`config.mk`:
```
export PLATFORM = sky130hd
export DESIGN_NAME = seg7_scan_decoder
export DESIGN_NICKNAME = d
export VERILOG_FILES = /design/src/rtl/seg7_scan_decoder.sv
export SDC_FILE = /design/constraint.sdc
export NUM_CORES = 1
export LEC_CHECK = 0
export BUFFER_PORTS_ARGS = -buffer_cell sky130_fd_sc_hd__buf_2
export CAP_MARGIN = 0
export CORE_MARGIN = 3
export CORE_UTILIZATION = 55
export CTS_BUF_LIST = sky130_fd_sc_hd__clkbuf_2 sky130_fd_sc_hd__clkbuf_4 sky130_fd_sc_hd__clkbuf_8
export DETAILED_ROUTE_END_ITERATION = 7
export PLACE_DENSITY_LB_ADDON = 0.05
export SYNTH_ARGS = -nofsm -noshare
export SYNTH_HDL_FRONTEND = slang
export SYNTH_SLANG_ARGS = --single-unit
```
`constraint.sdc`:
```
create_clock -name clk_i -period 4.8 [get_ports clk_i]
set_input_delay 0.72 -clock clk_i [delete_from_list [all_inputs] [get_ports clk_i]]
set_output_delay 0.72 -clock clk_i [all_outputs]
set_load 0.02 [all_outputs]
```
`src/rtl/seg7_scan_decoder.sv`:
```
// ----------------------------------------------------------------------------
// seg7_scan_decoder
//
// Recovers a two-digit decimal number (0..99) from a multiplexed 7-segment
// display bus. The display driver alternates between the units digit and the
// tens digit. A decoded value is only published after MATCH_FRAMES identical
// consecutive frames, so glitches while the display is updating are filtered
// out.
//
// Parameters
//   MATCH_FRAMES  consecutive identical frames needed before value_o updates (1..15)
//   TIMEOUT       cycles without a completed frame before stale_o asserts (2..65535)
//
// Ports
//   clk_i          clock, all state changes on the rising edge
//   rst_ni         asynchronous active-low reset
//   seg_i[6:0]     segment lines, active-high, bit0 = a ... bit6 = g
//   led_select_i   2'b10 = units digit on seg_i, 2'b01 = tens digit on seg_i
//   value_o[6:0]   last confirmed number, held between loads
//   valid_o        one-cycle pulse whenever value_o is loaded
//   locked_o       a confirmed value is held and the input stream is healthy
//   seg_err_o      one-cycle pulse per cycle with an illegal select or pattern
//   stale_o        no complete frame has arrived within TIMEOUT cycles
// ----------------------------------------------------------------------------
module seg7_scan_decoder #(
    parameter int unsigned MATCH_FRAMES = 2,
    parameter int unsigned TIMEOUT      = 255
) (
    input  logic       clk_i,
    input  logic       rst_ni,
    input  logic [6:0] seg_i,
    input  logic [1:0] led_select_i,
    output logic [6:0] value_o,
    output logic       valid_o,
    output logic       locked_o,
    output logic       seg_err_o,
    output logic       stale_o
);

    localparam logic [0:0] S_UNITS = 1'b0;
    localparam logic [0:0] S_TENS  = 1'b1;

    localparam int unsigned   TW      = (TIMEOUT < 2) ? 1 : $clog2(TIMEOUT + 1);
    localparam logic [TW-1:0] TMO_MAX = TW'(TIMEOUT);
    localparam logic [3:0]    MATCH_N = 4'(MATCH_FRAMES);

    // Segment codes, digit 0 in the least significant slot.
    localparam logic [69:0] SEG_TABLE = {
        7'h6F, 7'h7F, 7'h07, 7'h7D, 7'h6D,
        7'h66, 7'h4F, 7'h5B, 7'h06, 7'h3F
    };

    // ------------------------------------------------------------------
    // State
    // ------------------------------------------------------------------
    logic [6:0]    seg_q;
    logic [1:0]    sel_q;
    logic          primed_q,  primed_d;
    logic [0:0]    state_q,   state_d;
    logic [3:0]    units_q,   units_d;
    logic [6:0]    cand_q,    cand_d;
    logic [3:0]    match_q,   match_d;
    logic [TW-1:0] tmo_q,     tmo_d;
    logic [6:0]    value_q,   value_d;
    logic          valid_q,   valid_d;
    logic          locked_q,  locked_d;
    logic          seg_err_q, seg_err_d;
    logic          stale_q,   stale_d;

    // ------------------------------------------------------------------
    // Pattern decode of the registered segment copy
    // ------------------------------------------------------------------
    logic [9:0] digit_hit;
    logic       digit_legal;
    logic [3:0] digit_val;

    genvar gi;
    generate
        for (gi = 0; gi < 10; gi++) begin : g_digit_match
            assign digit_hit[gi] = (seg_q == SEG_TABLE[gi*7 +: 7]);
        end
    endgenerate

    always_comb begin
        digit_legal = |digit_hit;
        digit_val   = 4'd0;
        for (int i = 0; i < 10; i++) begin
            if (digit_hit[i]) begin
                digit_val = 4'(i);
            end
        end
    end

    // ------------------------------------------------------------------
    // Frame assembly, match filter and timeout
    // ------------------------------------------------------------------
    logic       sel_units;
    logic       sel_tens;
    logic       err;
    logic       frame_done;
    logic [6:0] frame_val;

    assign sel_units = (sel_q == 2'b10);
    assign sel_tens  = (sel_q == 2'b01);

    // primed_q masks the first cycle after reset, where sel_q still holds
    // its 2'b00 reset value rather than anything sampled from the pins.
    assign err        = primed_q & (~(sel_units | sel_tens) | ~digit_legal);
    assign frame_done = primed_q & ~err & (state_q == S_TENS) & sel_tens;
    assign frame_val  = ({3'b000, digit_val} * 7'd10) + {3'b000, units_q};

    always_comb begin
        primed_d  = 1'b1;
        state_d   = state_q;
        units_d   = units_q;
        cand_d    = cand_q;
        match_d   = match_q;
        value_d   = value_q;
        valid_d   = 1'b0;
        locked_d  = locked_q;
        seg_err_d = 1'b0;
        stale_d   = stale_q;
        tmo_d     = (tmo_q == TMO_MAX) ? tmo_q : tmo_q + 1'b1;

        if (err) begin
            // Error takes priority over everything; partial frame dropped.
            seg_err_d = 1'b1;
            state_d   = S_UNITS;
            match_d   = 4'd0;
            locked_d  = 1'b0;
        end else if (primed_q) begin
            if (sel_units) begin
                units_d = digit_val;
                state_d = S_TENS;
            end else if (frame_done) begin
                state_d = S_UNITS;
                tmo_d   = '0;
                stale_d = 1'b0;
                if ((frame_val == cand_q) && (match_q != 4'd0)) begin
                    match_d = (match_q == 4'd15) ? match_q : match_q + 4'd1;
                end else begin
                    cand_d  = frame_val;
                    match_d = 4'd1;
                end
                // Publish only on the crossing, not on every later repeat.
                if ((match_q < MATCH_N) && (match_d == MATCH_N)) begin
                    value_d  = cand_d;
                    valid_d  = 1'b1;
                    locked_d = 1'b1;
                end
            end
            // A tens digit seen in S_UNITS has no units to pair with: ignored.
        end

        if (!frame_done && (tmo_d == TMO_MAX)) begin
            stale_d  = 1'b1;
            locked_d = 1'b0;
        end
    end

    always_ff @(posedge clk_i or negedge rst_ni) begin
        if (!rst_ni) begin
            seg_q     <= 7'd0;
            sel_q     <= 2'b00;
            primed_q  <= 1'b0;
            state_q   <= S_UNITS;
            units_q   <= 4'd0;
            cand_q    <= 7'd0;
            match_q   <= 4'd0;
            tmo_q     <= '0;
            value_q   <= 7'd0;
            valid_q   <= 1'b0;
            locked_q  <= 1'b0;
            seg_err_q <= 1'b0;
            stale_q   <= 1'b0;
        end else begin
            seg_q     <= seg_i;
            sel_q     <= led_select_i;
            primed_q  <= primed_d;
            state_q   <= state_d;
            units_q   <= units_d;
            cand_q    <= cand_d;
            match_q   <= match_d;
            tmo_q     <= tmo_d;
            value_q   <= value_d;
            valid_q   <= valid_d;
            locked_q  <= locked_d;
            seg_err_q <= seg_err_d;
            stale_q   <= stale_d;
        end
    end

    assign value_o   = value_q;
    assign valid_o   = valid_q;
    assign locked_o  = locked_q;
    assign seg_err_o = seg_err_q;
    assign stale_o   = stale_q;

endmodule

```
# Yosys cells after proc, flatten, opt, wreduce, memory -nomap -nowiden

Cells that the tools add are included.

Add/sub/neg operators: 3
Multipliers: 1
Div/mod/pow operators: 0
$lt $le $gt $ge: 1
Equal/unequal tests: 21
Shifts and indexed selects: 0
Mux-type cells: 45
Bitwise logic cells: 10
Reductions and logical operators: 21

Operators with widths:

| cell                                                | number |
|---|---|
| two-way mux 4 bit                                   | 16 |
| equality test 7 bit, second input constant          | 7 |
| two-way mux 8 bit                                   | 5 |
| two-way mux 1 bit                                   | 21 |
| equality test 8 bit, second input constant          | 2 |
| equality test 7 x 3 -> 1 bit, second input constant | 2 |
| AND reduction 4 bit                                 | 3 |
| nonzero test 3 bit                                  | 4 |
| OR reduction 10 bit                                 | 1 |
| adder 8 x 1 -> 8 bit, second input constant         | 1 |
| nonzero test 2 bit                                  | 4 |
| adder 7 x 4 -> 7 bit                                | 1 |
| equality test 7 x 6 -> 1 bit, second input constant | 1 |
| equality test 7 bit                                 | 1 |
| two-way mux 7 bit                                   | 1 |
| multiplier 4 x 3 -> 6 bit, second input constant    | 1 |
| != test 2 x 1 -> 1 bit, second input constant       | 3 |
| AND reduction 3 bit                                 | 2 |
| AND reduction 5 bit                                 | 1 |
| adder 4 x 1 -> 4 bit, second input constant         | 1 |
| bitwise AND 1 bit                                   | 4 |
| equality test 4 x 2 -> 1 bit, second input constant | 1 |
| equality test 4 bit, second input constant          | 1 |
| < comparator 4 x 2 -> 1 bit, second input constant  | 1 |
| 10 further kinds                                    | 17 |

Register bits after elaboration: 45
Latch bits: 0
RAM bits: 0
Memory bits (read-only): 0
Bits of input ports: 11
Output and inout port bits: 11
Memories: 0

# Longest topological paths before layout

Depth in word-level cells: 27
Mapped depth: 14

# Worst setup path after synthesis

No wires, ideal clock.

Path type: register to register
From: register seg_q[5]
To: register value_q[2], in the netlist value_o[2]
Arrival time: 3569 ps
Path slack: 1106 ps
Stages on the path, launching flop included: 14
Path buffers: 1
Period minus slack after synthesis: 3694 ps
Cells stage by stage: dfrtp_1 -> clkbuf_2 -> nor4b_1 -> nand3_1 -> o21ai_0 -> ha_1 -> ha_1 -> fa_1 -> nand2_1 -> a21oi_1 -> xnor3_2 -> xnor2_4 -> nand4b_4 -> mux2_4

Elaborated cells between the ends (all ways): 40

RTL lines:

| what                                 | line | RTL |
|---|---|---|
| from (decl)                          | 56   | `logic [6:0] seg_q;` |
| from (signal assigned)               | 177  | `seg_q <= seg_i;` |
| equality test 7 bit                  | 80   | `assign digit_hit[gi] = (seg_q == SEG_TABLE[gi*7 +: 7]);` |
| two-way mux 2 bit (2 in a row)       | 88   | `if (digit_hit[i]) begin` |
| two-way mux 4 bit (5 in a row)       | 88   |  |
| two-way mux 4 bit (*)                | 88   |  |
| net digit_val[1]                     | 75   | `logic [3:0] digit_val;` |
| multiplier 4 x 3 -> 6 bit (*)        | 110  | `assign frame_val = ({3'b000, digit_val} * 7'd10) + {3'b000, units_q};` |
| adder 7 x 4 -> 7 bit (*)             | 110  |  |
| equality test 7 bit                  | 139  | `if ((frame_val == cand_q) && (match_q != 4'd0)) begin` |
| logical AND 1 bit                    | 139  |  |
| two-way mux 4 bit                    | 139  |  |
| two-way mux 4 bit                    | 135  | `end else if (frame_done) begin` |
| two-way mux 4 bit                    | 132  | `if (sel_units) begin` |
| two-way mux 4 bit                    | 131  | `end else if (primed_q) begin` |
| two-way mux 4 bit                    | 125  | `if (err) begin` |
| equality test 4 x 2 -> 1 bit         | 146  | `if ((match_q < MATCH_N) && (match_d == MATCH_N)) begin` |
| logical AND 1 bit                    | 146  |  |
| AND reduction 5 bit (no source line) | n/a  |  |
| to (signal assigned)                 | 185  | `value_q <= value_d;` |
| to (decl)                            | 64   | `logic [6:0] value_q, value_d;` |

The timed path passes the listed nets; every way through them passes the cells marked *. The select of a mux whose other input is x is not followed.
A chain may end at the register's enable or synchronous reset.

# Final worst setup path

From: register seg_q[5]
To: register value_q[5], in the netlist value_o[5]

Same word-level chain as after synthesis.

==> results.md <==
* Final Core Density at 63.2%
* Non-Filler Instances at between 300 and 400
* # rows at 24
* Critical path data arrival time at 4.24 ns
* Synth Net Count at 262
* Via count at 1756
* Crit end category: flip-flop
* FF/Latch Area at between 1000 and 1500 um^2
* Number of synthesized flops with an enable pin at 0
* Total GRT Usage at around 18%
* Period utilization at 84.3%
* Diodes inserted at 0
* Yosys cell types at 56
* CTS buffer count at 5
* Largest net degree at the start of global routing at 46
* Final hold vios at 0
* Worst Path Max Fanout at 10
* RSZ-0062 raised after global routing: false
* Nets at between 200 and 300
* Worst vdd ir at between 0.15 and 0.2 mV
* # DRC at 0
* Clock transition at the registers of the reported paths at roughly 0.09 ns
* Proportion of synthesized area in mux cells at 9.04%
* Clock Latency Late Sink at 0.30 ns
* Slew @ Worst Pin at 0.976 ns
* DR pass1 iterations at 4
* Hold buffer count at CTS at 0
* Gp weighted congestion at 0.870
* Ports at 22
* Drt initial violations at 88
* Worst Setup Start Kind: flip-flop
* Commonest non-fill, non-tap cell in the layout: dfrtp_1
* P&R area growth vs syn at 10.2%
* Die width at ~74 um
* Synthesized area per cell at between 10 and 15 um^2
* Die footprint at ~5500 um^2
* Main combinational cell family by area after synthesis: simple AND/OR/NAND/NOR gates
* Setup TNS at 0 ns
* Synth Instances at 238
* Final HPWL DP at approximately 3100 um
* Top cells by area, synth: dfrtp_1 (44%), ha_1 (5.4%), mux2_2 (4.9%), xnor2_1 (3.5%), nand2_1 (2.7%)
* Depth of the CTS H-tree at 2
* CTS sink count at 45
* Power Density at just under 300 nW/um^2
* Starting density of the core at between 50% and 60%
* Initial antenna violation count at 0
* Layout cells sized above 1 at 22.0%
* Port buffer count at 21
* Worst hold slack at between 0.4 and 0.5 ns
* Post-CTS Setup Bufs at 0
* DRT Wirelength at approximately 4300 um
* Final worst setup slack at ~0.75 ns
* Crit Path Class: flip-flop to flip-flop
* Fin crit period at ~4 ns
* Yosys top cell by area: dfrtp_1
* Commonest non-fill, non-tap cells in the layout: dfrtp_1 (45), buf_2 (21), nand2_1 (18), nor2_1 (16)
* Lkg Pwr at approximately 1.4 nW
* Complex-gate fraction of the synthesized area at between 10% and 20%
* Slew HR at a little over a third
* CORE AREA at between 4000 and 5000 um^2
* Clock skew at just under 0.005 ns
* Worst Hold Class: flip-flop to flip-flop
* Fillcell total at about 360
* Yosys warnings at 0
* Fmax at about 0.25 GHz
* Routed WL per cell at 13.9 um
* Finish-stage setup viols at 0
* Area share of the largest cell type after synthesis at 44.4%
* Simple-gate share of the synthesized area at a little under a fifth
* Max Cap Viol at 0
* Max Buffers Root-to-Sink at 2
* Adder and majority gate portion of the synthesized area at about 7%
* Via-to-Cell Ratio at between 5 and 6
* Seq/Total Area, Yosys at 44.4%
* CTS root buf: clkbuf_8
* Post-route ant nets at 0
* Register bit count reported by yosys at 45
* Cells after DPL at 303
* Synth Area in XOR/XNOR at 6.52%
* Area occupied by multi-input gates at 1320 um^2
* Status: finished clean
* GRT Residual Overflow at 0
* Cell area after synthesis at around 2500 um^2
* CP required at about 5 ns
* Ys flop type: dfrtp_1
* Post-synth ARST share at 100%
* Fin. max-slew vios at 0
* Vias in the first global route at approximately 1600
* CTS tree: done
* Post-cts sizing count at 0
* First-pass GRT wire length at between 7000 and 8000 um
* Die Ht at 73.9 um
* Post-place setup slack at 0.817 ns
final timing paths:
check	from	endpoint	slack (ns)	depth (start not counted)
hold reg to reg	state_q	state_q	0.48	1
hold / removal	state_q	state_q	0.48	1
max in group asynchronous	rst_ni	value_o[6]	3.62	1
setup reg to reg	seg_q[5]	value_o[5]	0.75	12
min in group asynchronous	rst_ni	tmo_q[2]	0.57	1
setup / recovery	seg_q[5]	value_o[5]	0.75	12
synthesized netlist by cell type (3+ instances only):
cell,n
mux2_2,11
inv_1,13
a31oi_1,4
clkbuf_1,4
nor2_1,16
nand2_1,18
mux2_4,3
mux2i_1,6
ha_1,11
a211oi_1,3
nand2b_1,3
xnor2_1,10
a21oi_1,13
o21ai_0,4
dfrtp_1,45
a21o_1,4
and3_1,3
nand4_1,7
buf_2,4
nor3_1,6
xor2_1,3
nand3_1,6
stage by stage:
stage | instance area [um^2] | power, mW
final | 2790 | 0.820
after floorplan | 2530 | 0.502
after detailed placement | 2670 | 0.528
after CTS | 2790 | 0.830
after global routing | 2790 | 0.854
after global placement | 2670 | 0.527
routing by layer:
| layer | track usage, % | up-vias | wire (um) | part of all wire, % |
|---|---|---|---|---|
| met1 | 25.0 | 830 | 2150 | 50 |
| met5 | 0 | - | 0 | 0 |
| met3 | 4.24 | 6 | 153 | 3.5 |
| met2 | 26.7 | 33 | 1980 | 46 |
| met4 | 4.63 | 0 | 44 | 1.0 |
| li1 | - | 887 | - | - |
kinds of logic (layout without fill, tap and decap cells):
kind of cell,Yosys count,after routing
AO/OA/AOI/OAI,40,40
buffers and inverters,22,43
flip-flops,45,45
adder cells (fa/ha/maj),13,13
XOR/XNOR,15,15
AND/OR/NAND/NOR,82,82
other,1,1
multiplexers,20,20
area by class of cell:
class                           instances  share of cell area, %
Clock buffer                            6                   2.96
Tap cell                               52                   2.33
Timing Repair Buffer                   22                   4.03
Sequential cell                        45                   40.3
Multi-Input combinational cell        171                   47.2
Inverter                               13                   1.75
Clock inverter                          2                   1.34
flip-flops by register name (all words and copies together) (netlist names):
register   flops
seg_q          7
seg_err_o      1
cand_q         7
locked_o       1
state_q        1
sel_q          2
primed_q       1
valid_o        1
tmo_q          8
match_q        4
units_q        4
stale_o        1
value_o        7
worst max-delay path: stages, from the launching register on:
cell	delay [ns]
dfrtp_1	0.47
nor4b_1	0.45
nand3_1	0.18
o21ai_0	0.26
ha_1	0.33
ha_1	0.21
fa_1	0.55
nand2_1	0.08
a21oi_1	0.14
xnor3_2	0.34
xnor2_4	0.30
nand4b_4	0.26
mux2_4	0.36
report_power, final:
part           total (mW)  internal (mW)  switching [mW]
logic              0.0761         0.0353          0.0408
registers           0.444          0.402          0.0417
clock network       0.300          0.169           0.131
No activity file was read; power rests on OpenSTA's default activity.
